### src/rtl/reconf_ctrl.sv
// -----------------------------------------------------------------------------
// reconf_ctrl
//   Sequences run-time reconfiguration of the multi-dataflow accelerator kernel.
//   A request is accepted only while running. An illegal ID is dropped with an
//   err_id pulse. A request for the ID already in use completes at once with
//   done. Any other ID closes the input, waits for the datapath to drain,
//   switches cfg_id, waits a settle time, then re-opens the input with done.
//
//   Optional feature macro: RECONF_DRAIN_TIMEOUT_EN
//     When this macro is defined, the block adds the err_timeout output. If DRAIN
//     lasts TIMEOUT_CYCLES cycles, the reconfiguration is aborted. The old cfg_id
//     is kept and err_timeout pulses.
//
// Ports
//   clock, reset        single rising-edge clock, async active-high reset
//   req_valid/req_id    reconfiguration request (network ID)
//   req_ready           high only while running
//   dp_in_valid/ready   datapath input handshake (valid already gated by in_en)
//   dp_out_valid/ready  datapath output handshake
//   in_en               registered input enable, ANDed into the input handshake
//   cfg_id              registered ID driven into the ID-to-sel configurator
//   busy                high whenever a reconfiguration is in progress
//   done                1-cycle pulse, request completed (switch or no-op)
//   err_id              1-cycle pulse, illegal ID requested and dropped
//   inflight            tokens accepted at the input and not yet delivered
//   err_timeout         (macro only) 1-cycle pulse, drain aborted
// -----------------------------------------------------------------------------
module reconf_ctrl #(
  parameter int ID_W           = 8,
  parameter int NUM_CFG        = 3,
  parameter int RESET_ID       = 1,
  parameter int CNT_W          = 8,
  parameter int SETTLE_CYCLES  = 2,
  parameter int TIMEOUT_CYCLES = 1024
) (
  input  logic             clock,
  input  logic             reset,
  input  logic             req_valid,
  input  logic [ID_W-1:0]  req_id,
  output logic             req_ready,
  input  logic             dp_in_valid,
  input  logic             dp_in_ready,
  input  logic             dp_out_valid,
  input  logic             dp_out_ready,
  output logic             in_en,
  output logic [ID_W-1:0]  cfg_id,
  output logic             busy,
  output logic             done,
  output logic             err_id,
  output logic [CNT_W-1:0] inflight
`ifdef RECONF_DRAIN_TIMEOUT_EN
  ,
  output logic             err_timeout
`endif
);

  typedef enum logic [1:0] {
    ST_RUN,
    ST_DRAIN,
    ST_SWITCH,
    ST_SETTLE
  } state_t;

  localparam int SET_W = (SETTLE_CYCLES > 1) ? $clog2(SETTLE_CYCLES) : 1;
  localparam logic [SET_W-1:0] SETTLE_LAST = SET_W'(SETTLE_CYCLES - 1);
  localparam logic [CNT_W-1:0] CNT_MAX     = '1;
  localparam logic [ID_W-1:0]  ID_MAX      = ID_W'(NUM_CFG);
  localparam logic [ID_W-1:0]  ID_RST      = ID_W'(RESET_ID);

  // Elaboration-time parameter sanity checks.
  if (SETTLE_CYCLES < 1) begin : g_bad_settle
    $error("SETTLE_CYCLES must be >= 1");
  end
  if (RESET_ID < 1 || RESET_ID > NUM_CFG) begin : g_bad_reset_id
    $error("RESET_ID must be a legal network ID");
  end
  if (TIMEOUT_CYCLES < 1) begin : g_bad_timeout
    $error("TIMEOUT_CYCLES must be >= 1");
  end

  state_t           state, state_next;
  logic [ID_W-1:0]  pending;
  logic [SET_W-1:0] settle_cnt;
  logic [CNT_W-1:0] cnt_next;
  logic             in_fire, out_fire, req_fire, id_legal;
  logic             pending_load, cfg_load, done_next, err_id_next;

`ifdef RECONF_DRAIN_TIMEOUT_EN
  localparam int TO_W = (TIMEOUT_CYCLES > 1) ? $clog2(TIMEOUT_CYCLES) : 1;
  localparam logic [TO_W-1:0] TO_LAST = TO_W'(TIMEOUT_CYCLES - 1);
  logic [TO_W-1:0] drain_timer;
  logic            timeout_next;
`endif

  assign in_fire   = dp_in_valid & dp_in_ready;
  assign out_fire  = dp_out_valid & dp_out_ready;
  assign req_ready = (state == ST_RUN);
  assign req_fire  = req_valid & req_ready;
  assign id_legal  = (req_id != '0) && (req_id <= ID_MAX);
  assign busy      = (state != ST_RUN);

  // In-flight counter: saturates at both ends. The top never lets an in_fire
  // through at the maximum because in_en is low there.
  always_comb begin
    // NOTE: every always_comb output gets a default first so no path can leave it unassigned and infer a latch.
    cnt_next = inflight;
    if (in_fire && !out_fire && inflight != CNT_MAX) begin
      cnt_next = inflight + CNT_W'(1);
    end else if (out_fire && !in_fire && inflight != '0) begin
      cnt_next = inflight - CNT_W'(1);
    end
  end

  always_comb begin
    state_next   = state;
    pending_load = 1'b0;
    cfg_load     = 1'b0;
    done_next    = 1'b0;
    err_id_next  = 1'b0;
`ifdef RECONF_DRAIN_TIMEOUT_EN
    timeout_next = 1'b0;
`endif
    case (state)
      ST_RUN: begin
        if (req_fire) begin
          if (!id_legal) begin
            err_id_next = 1'b1;
          end else if (req_id == cfg_id) begin
            done_next = 1'b1;
          end else begin
            pending_load = 1'b1;
            state_next   = ST_DRAIN;
          end
        end
      end
      ST_DRAIN: begin
        // An empty datapath always wins over a coincident timeout.
        if (inflight == '0) begin
          state_next = ST_SWITCH;
`ifdef RECONF_DRAIN_TIMEOUT_EN
        end else if (drain_timer == TO_LAST) begin
          state_next   = ST_RUN;
          timeout_next = 1'b1;
`endif
        end
      end
      ST_SWITCH: begin
        cfg_load   = 1'b1;
        state_next = ST_SETTLE;
      end
      ST_SETTLE: begin
        if (settle_cnt == SETTLE_LAST) begin
          state_next = ST_RUN;
          done_next  = 1'b1;
        end
      end
      default: state_next = ST_RUN;
    endcase
  end

  // NOTE: sequential state uses non-blocking assignments so every register samples pre-edge values regardless of statement order.
  always_ff @(posedge clock or posedge reset) begin
    if (reset) begin
      state      <= ST_RUN;
      pending    <= '0;
      cfg_id     <= ID_RST;
      inflight   <= '0;
      in_en      <= 1'b1;
      settle_cnt <= '0;
      done       <= 1'b0;
      err_id     <= 1'b0;
    end else begin
      state    <= state_next;
      inflight <= cnt_next;
      // Registered enable is computed from next-cycle values so it tracks
      // the state and counter it qualifies without a cycle of lag.
      in_en    <= (state_next == ST_RUN) && (cnt_next != CNT_MAX);
      done     <= done_next;
      err_id   <= err_id_next;
      if (pending_load) pending <= req_id;
      if (cfg_load)     cfg_id  <= pending;
      // Counts SETTLE cycles and sits at zero everywhere else.
      settle_cnt <= (state == ST_SETTLE) ? settle_cnt + SET_W'(1) : '0;
    end
  end

`ifdef RECONF_DRAIN_TIMEOUT_EN
  // Timer is zero outside DRAIN, so it is cleared on every entry to DRAIN.
  always_ff @(posedge clock or posedge reset) begin
    if (reset) begin
      drain_timer <= '0;
      err_timeout <= 1'b0;
    end else begin
      drain_timer <= (state == ST_DRAIN) ? drain_timer + TO_W'(1) : '0;
      err_timeout <= timeout_next;
    end
  end
`endif

endmodule

### config.mk
export PLATFORM = sky130hd
export DESIGN_NAME = reconf_ctrl
export DESIGN_NICKNAME = d
export VERILOG_FILES = /design/src/rtl/reconf_ctrl.sv
export SDC_FILE = /design/constraint.sdc
export NUM_CORES = 1
export LEC_CHECK = 0
export BUFFER_PORTS_ARGS = -buffer_cell sky130_fd_sc_hd__clkbuf_2
export CAP_MARGIN = 20
export CORE_UTILIZATION = 36
export DETAILED_ROUTE_END_ITERATION = 16
export HOLD_SLACK_MARGIN = 0.06
export MAX_ROUTING_LAYER = met4
export REMOVE_ABC_BUFFERS = 1
export SKIP_LAST_GASP = 1
export SYNTH_ARGS = -nofsm -noshare
export SYNTH_HDL_FRONTEND = slang
export SYNTH_SLANG_ARGS = --single-unit
### constraint.sdc
create_clock -name clock -period 3 [get_ports clock]
set_clock_uncertainty 0.05 [all_clocks]
set_input_delay 0.3 -clock clock [delete_from_list [all_inputs] [get_ports clock]]
set_output_delay 0.3 -clock clock [all_outputs]
set_load 0.1 [all_outputs]
==> flow_summary.json, run 1 <==
{
  "period_minus_slack_ps": 2580,
  "cts_buffers": 5,
  "core_um2": 4350,
  "synth-seq-cells": 30,
  "avgViaCountPerCell": 5.50,
  "setup_ws_ps": 424,
  "die_h_um": 69.5,
  "fin_nets": 220,
  "min_from": "req_valid",
  "std_cell_rows": 24,
  "ir_drop_v": 0.000350,
  "synthMuxAreaShare_pct": 6.87,
  "r2r_start": "inflight[0]",
  "synth_top_area_cell": "dfrtp_1",
  "ctsResizeCount": 0,
  "yosys_warnings": 0,
  "synthTopCellsByArea": "dfrtp_1 (43%), xnor2_1 (6.9%), mux2_2 (6.9%)",
  "antenna_left": 0,
  "rsz0062_at_grt": "no",
  "ios": 36,
  "insertion_delay_ps": 280,
  "synth_top_family_by_area": "simple AND/OR/NAND/NOR gates",
  "multiInputGateArea_um2": 837,
  "grt_max_degree": 19,
  "syn_area_um2": 1640,
  "synth_top_area_share_pct": 42.7,
  "first_iter_violations": 139,
  "syn2layout_area_growth_pct": 22.6,
  "antenna_cells": 0,
  "cts.sinks": 30,
  "start_kind": "register",
  "die_area_um2": 4830,
  "synth_fa_ha_area_share_pct": 5.34,
  "tightest_slew_ps": 584,
  "finalHoldViolCount": 0,
  "clockRootBuffer": "clkbuf_8",
  "wl_per_cell_um": 14.8,
  "leakagePower_nw": 0.955,
  "drive_gt1_share_pct": 32.7,
  "drc": 0,
  "status": "finished clean",
  "routed-via-count": 1381,
  "slew_headroom_pct": 61.0,
  "initial_core_util_pct": 37.6,
  "grt-ovfl-total": 0,
  "setup_viol": 0,
  "synth-xor-area-share_pct": 8.02,
  "place.port_buffers": 35,
  "yosys-top-cells-count": "dfrtp_1 (28), xnor2_1 (13), nand2_1 (12)",
  "fin_total_pwr_mw": 2.20,
  "setup.worst_path.start": "inflight[0]",
  "postSynth.asyncResetShare_pct": 100,
  "fillers": 420,
  "grt_antenna_before_repair": 0,
  "setup_tns_ps": 0,
  "grt_pass1_wl_um": 6450,
  "grt_usage_pct": 17.4,
  "holdCritPathClass": "primary input to register",
  "fmax_mhz": 388,
  "htreeDepth": 2,
  "timing.final.crit_share_pct": 85.9,
  "synth_most_common_cell": "dfrtp_1",
  "synth_cells": 152,
  "ys_types": 44,
  "routed_wl_um": 3710,
  "cp.required_ps": 3150,
  "synth-compound-area-share_pct": 12.1,
  "routabilityCongestion": 0.977,
  "dpl.hpwl_um": 2880,
  "power.density_nw_per_um2": 1100,
  "critical_path_class": "register to register",
  "endpoint_kind": "register",
  "yosys.area_share.simple_pct": 18.7,
  "arrival_ps": 2730,
  "ys.flop_type": "dfrtp_1",
  "ctsLongestPathBuffers": 2,
  "dp_worst_setup_slack_ps": 477,
  "drt-pass1-iter-count": 5,
  "synth_area_per_cell_um2": 10.8,
  "seq_area_um2": 753,
  "grt_pass1_vias": 1409,
  "crit_fanout": 8,
  "clkTransAtPathRegs_ps": 60,
  "finalMaxSlewViolations": 0,
  "cap_violations": 0,
  "ys_seq_area_share_pct": 46.0,
  "die_w_um": 69.5,
  "synth_edf_count": 0,
  "cts_tree": "done"
}
[logic make-up (layout without fill, tap and decap cells)]
family / after synthesis / in the layout
AO/OA/AOI/OAI: 25 / 25
adder cells (fa/ha/maj): 7 / 7
multiplexers: 10 / 10
XOR/XNOR: 15 / 15
AND/OR/NAND/NOR: 54 / 54
buffers and inverters: 11 / 58
flip-flops: 30 / 30
[sequential cells by signal, indices dropped and copies added (netlist names)]
| signal | cells |
|---|---|
| state | 2 |
| inflight | 8 |
| in_en | 1 |
| done | 1 |
| pending | 8 |
| err_id | 1 |
| settle_cnt | 1 |
| cfg_id | 8 |
[path summary, 6_finish.rpt]
path | endpoint | slack [ps] | depth (start not counted)
hold / removal | err_id | 230 | 3
max in group asynchronous | in_en | 1660 | 5
setup reg to reg | in_en | 420 | 8
hold reg to reg | settle_cnt | 410 | 1
setup / recovery | in_en | 420 | 8
min in group asynchronous | inflight[1] | 560 | 3
[report_power, final]
part	internal [mW]	total (mW)	switching (mW)
sequential	0.507	0.648	0.141
combinational	0.288	1.25	0.965
clock	0.164	0.303	0.139
total	0.959	2.20	1.24
[stage by stage]
stage / cell area, um2 / utilization, % / hold slack, ps / instances
after floorplan: 1620 / - / 339 / 150
after detailed placement: 1910 / 44.0 / 315 / 241
after global placement: 1890 / 43.3 / 402 / 240
final: 2010 / 46.1 / 226 / 251
after global routing: 2010 / 46.1 / 223 / 251
after CTS: 2000 / 46.0 / 219 / 250
[final cells by class]
| cell class | count | area share, % |
|---|---|---|
| multi-input cells | 111 | 41.7 |
| clock buffers | 8 | 3.99 |
| inverters | 9 | 1.68 |
| flip-flops and latches | 30 | 37.5 |
| well taps | 52 | 3.24 |
| repair buffers | 41 | 12.0 |
[routing by layer]
metal | share of wire, % | routed length [um] | global-route usage (%) | up-vias
li1 | - | - | - | 640
met1 | 40 | 1500 | 19.3 | 673
met2 | 51 | 1890 | 29.3 | 59
met3 | 6.5 | 240 | 4.94 | 9
met4 | 2.1 | 78 | 6.80 | 0
met5 | 0 | 0 | - | -
[what timing repair did]
item                      in CTS  in global routing
hold buffers                   1                  0
hold endpoints to repair      11                  0
buffers inserted               0                  0
[placed cells by master (no fill, tap or decap), types with 2 or more instances in the layout]
master    instances
clkbuf_2         36
dfrtp_1          28
xnor2_1          13
nand2_1          12
mux2_2           10
inv_1             9
and2_1            8
nor2_1            7
ha_1              7
nor4_1            6
nor3_1            6
a21oi_1           5
clkbuf_8          5
o21ai_0           3
clkbuf_1          3
buf_4             3
or3b_2            2
nand3_1           2
a31oi_1           2
xor2_1            2
a41oi_1           2
dfstp_2           2
[worst max-delay path, cell delays in order (launching register included)]
cell and delay [ps]:
dfrtp_1 460, inv_1 190, ha_1 180, or3b_2 500
o211ai_4 270, nor3_1 70, or3b_1 410, and4_4 200
a41oi_2 180
Note: power is estimated with default switching activity, not from simulation.
==> run 2: changes to the inputs <==
- CORE_UTILIZATION: 36 -> 48
- PLACE_DENSITY: not set -> 0.75
- clock period: 3 -> 2.2 ns (I/O delays scaled with it)
==> run 2 against run 1 <==
  * Power up 41%
  * First-iteration DRC count down 75%
  * Routed wire length down 3.3%
  * Register-to-register slack worse by 380 ps
  * Sequential cell count unchanged
  * Via count up 1.4%
  * Clock-buffer cell count down 3
  * Sequential power up 20%
==> flow_summary.json, run 2 (synthesis results as in run 1) <==
{
  "clkTransAtPathRegs_ps": 90,
  "std_cell_rows": 20,
  "fillers": 248,
  "routed-via-count": 1400,
  "antenna_left": 0,
  "ir_drop_v": 0.000991,
  "timing.final.crit_share_pct": 97.9,
  "drt-pass1-iter-count": 4,
  "cts_buffers": 5,
  "grt_pass1_vias": 1321,
  "cts_tree": "done",
  "top_regs": "cfg_id: 8 flops, inflight: 8 flops, pending: 8 flops",
  "final_common_cell": "clkbuf_2",
  "timing.reg2reg.setup_slack_ps": 50,
  "die_area_um2": 3650,
  "cp.required_ps": 2400,
  "insertion_delay_ps": 320,
  "ctsLongestPathBuffers": 2,
  "avgViaCountPerCell": 5.30,
  "first_iter_violations": 35,
  "routed_wl_um": 3590,
  "crit_fanout": 4,
  "slew_headroom_pct": 63.8,
  "finalHoldViolCount": 0,
  "routabilityCongestion": 1.00,
  "start_kind": "register",
  "tightest_slew_ps": 546,
  "grt_pass1_wl_um": 5800,
  "leakagePower_nw": 1.07,
  "finalMaxSlewViolations": 0,
  "syn2layout_area_growth_pct": 32.7,
  "min_to": "err_id",
  "ios": 36,
  "cts.sinks": 30,
  "power.density_nw_per_um2": 1430,
  "whs_ps": 87.6,
  "drive_gt1_share_pct": 45.5,
  "endpoint_kind": "register",
  "cap_violations": 0,
  "die_w_um": 60.4,
  "worstRegToRegCells": 8,
  "whs_path_depth": 3,
  "min_from": "req_valid",
  "htreeDepth": 2,
  "die_h_um": 60.4,
  "period_minus_slack_ps": 2150,
  "wl_per_cell_um": 13.6,
  "rsz0062_at_grt": "yes",
  "arrival_ps": 2360,
  "fin_nets": 242,
  "fmax_mhz": 464,
  "grt_max_degree": 31,
  "grt_antenna_before_repair": 0,
  "r2r_start": "inflight[1]",
  "dpl.hpwl_um": 2840,
  "mostFrequentLayoutCells": "clkbuf_2 (35), dfrtp_1 (28), buf_4 (26), xnor2_1 (13), nand2_1 (12)",
  "r2r-end": "in_en",
  "place.port_buffers": 35,
  "grt-ovfl-total": 0,
  "setup_viol": 0,
  "clockRootBuffer": "clkbuf_4",
  "initial_core_util_pct": 52.0,
  "grt_usage_pct": 22.8,
  "setup_tns_ps": 0,
  "critical_path_class": "register to register",
  "holdCritPathClass": "primary input to register",
  "drc": 0,
  "core_um2": 3150,
  "status": "finished clean",
  "antenna_cells": 0
}
==> run 2: cell types whose count changed in the layout (fill, tap and decap cells not counted), moves of 2 or more <==
cell and change:
clkbuf_1 -3, clkbuf_8 -5, inv_1 -2, clkinv_2 +2, inv_2 +2, buf_4 +23
clkbuf_4 +5
==> run 2: how the worst max path moves through the flow <==
stage                      from    end  depth (start not counted)
floorplan           inflight[0]  in_en                          8
global placement    inflight[0]  in_en                          8
detailed placement  inflight[0]  in_en                          8
CTS                 inflight[0]  in_en                          8
global route        inflight[1]  in_en                          9
finish              inflight[1]  in_en                          8
==> run 2: layout make-up <==
cell class / instances / area, um2 / share of cell area [%]
clock buffer: 5 / 37.5 / 1.73
inverter: 9 / 33.8 / 1.55
clock inverter: 2 / 10.0 / 0.460
tap: 44 / 55.1 / 2.53
sequential: 30 / 753 / 34.6
timing repair buffer: 63 / 392 / 18.0
multi-input combinational: 111 / 895 / 41.1
==> run 2: critical path, cell delays in order (launching register included) <==
cell	delay, ps
dfrtp_1	400
inv_2	70
ha_2	150
or3b_4	390
o211ai_4	230
nor3_1	60
or3b_1	390
and4_4	200
a41oi_2	140
==> run 2: power by group <==
group | internal [mW] | switching, mW | leakage [nW]
Combinational | 0.567 | 1.47 | 0.645
Clock | 0.114 | 0.177 | 0.0308
Sequential | 0.690 | 0.0876 | 0.392
Total | 1.37 | 1.73 | 1.07
==> run 2: per-layer routing <==
metal | global-route usage [%] | share of wire, % | vias up
met5 | - | 0 | -
met4 | 9.74 | 2.2 | 0
met3 | 6.61 | 7.1 | 9
met2 | 34.2 | 47 | 47
met1 | 28.6 | 43 | 664
li1 | - | - | 680
==> run 2: stage by stage <==
step | cell area [um2] | total power [mW] | worst slack, ps | std cells | utilization, %
floorplan | 1620 | 2.26 | -769 | 150 | -
global placement | 2040 | 2.70 | -52.0 | 254 | 64.8
detailed placement | 2040 | 2.74 | -157 | 254 | 64.8
CTS | 2130 | 3.07 | -8.21 | 262 | 67.4
global route | 2180 | 3.27 | -17.6 | 264 | 69.0
finish | 2180 | 3.11 | 47.1 | 264 | 69.0
==> run 2: what timing repair did <==
item                       4_1_cts  5_1_grt
setup endpoints to repair        4        1
resized for setup                5        9
pin swaps                        1        6
hold endpoints to repair        28        0
hold buffers                     1        0
setup buffers                    0        2
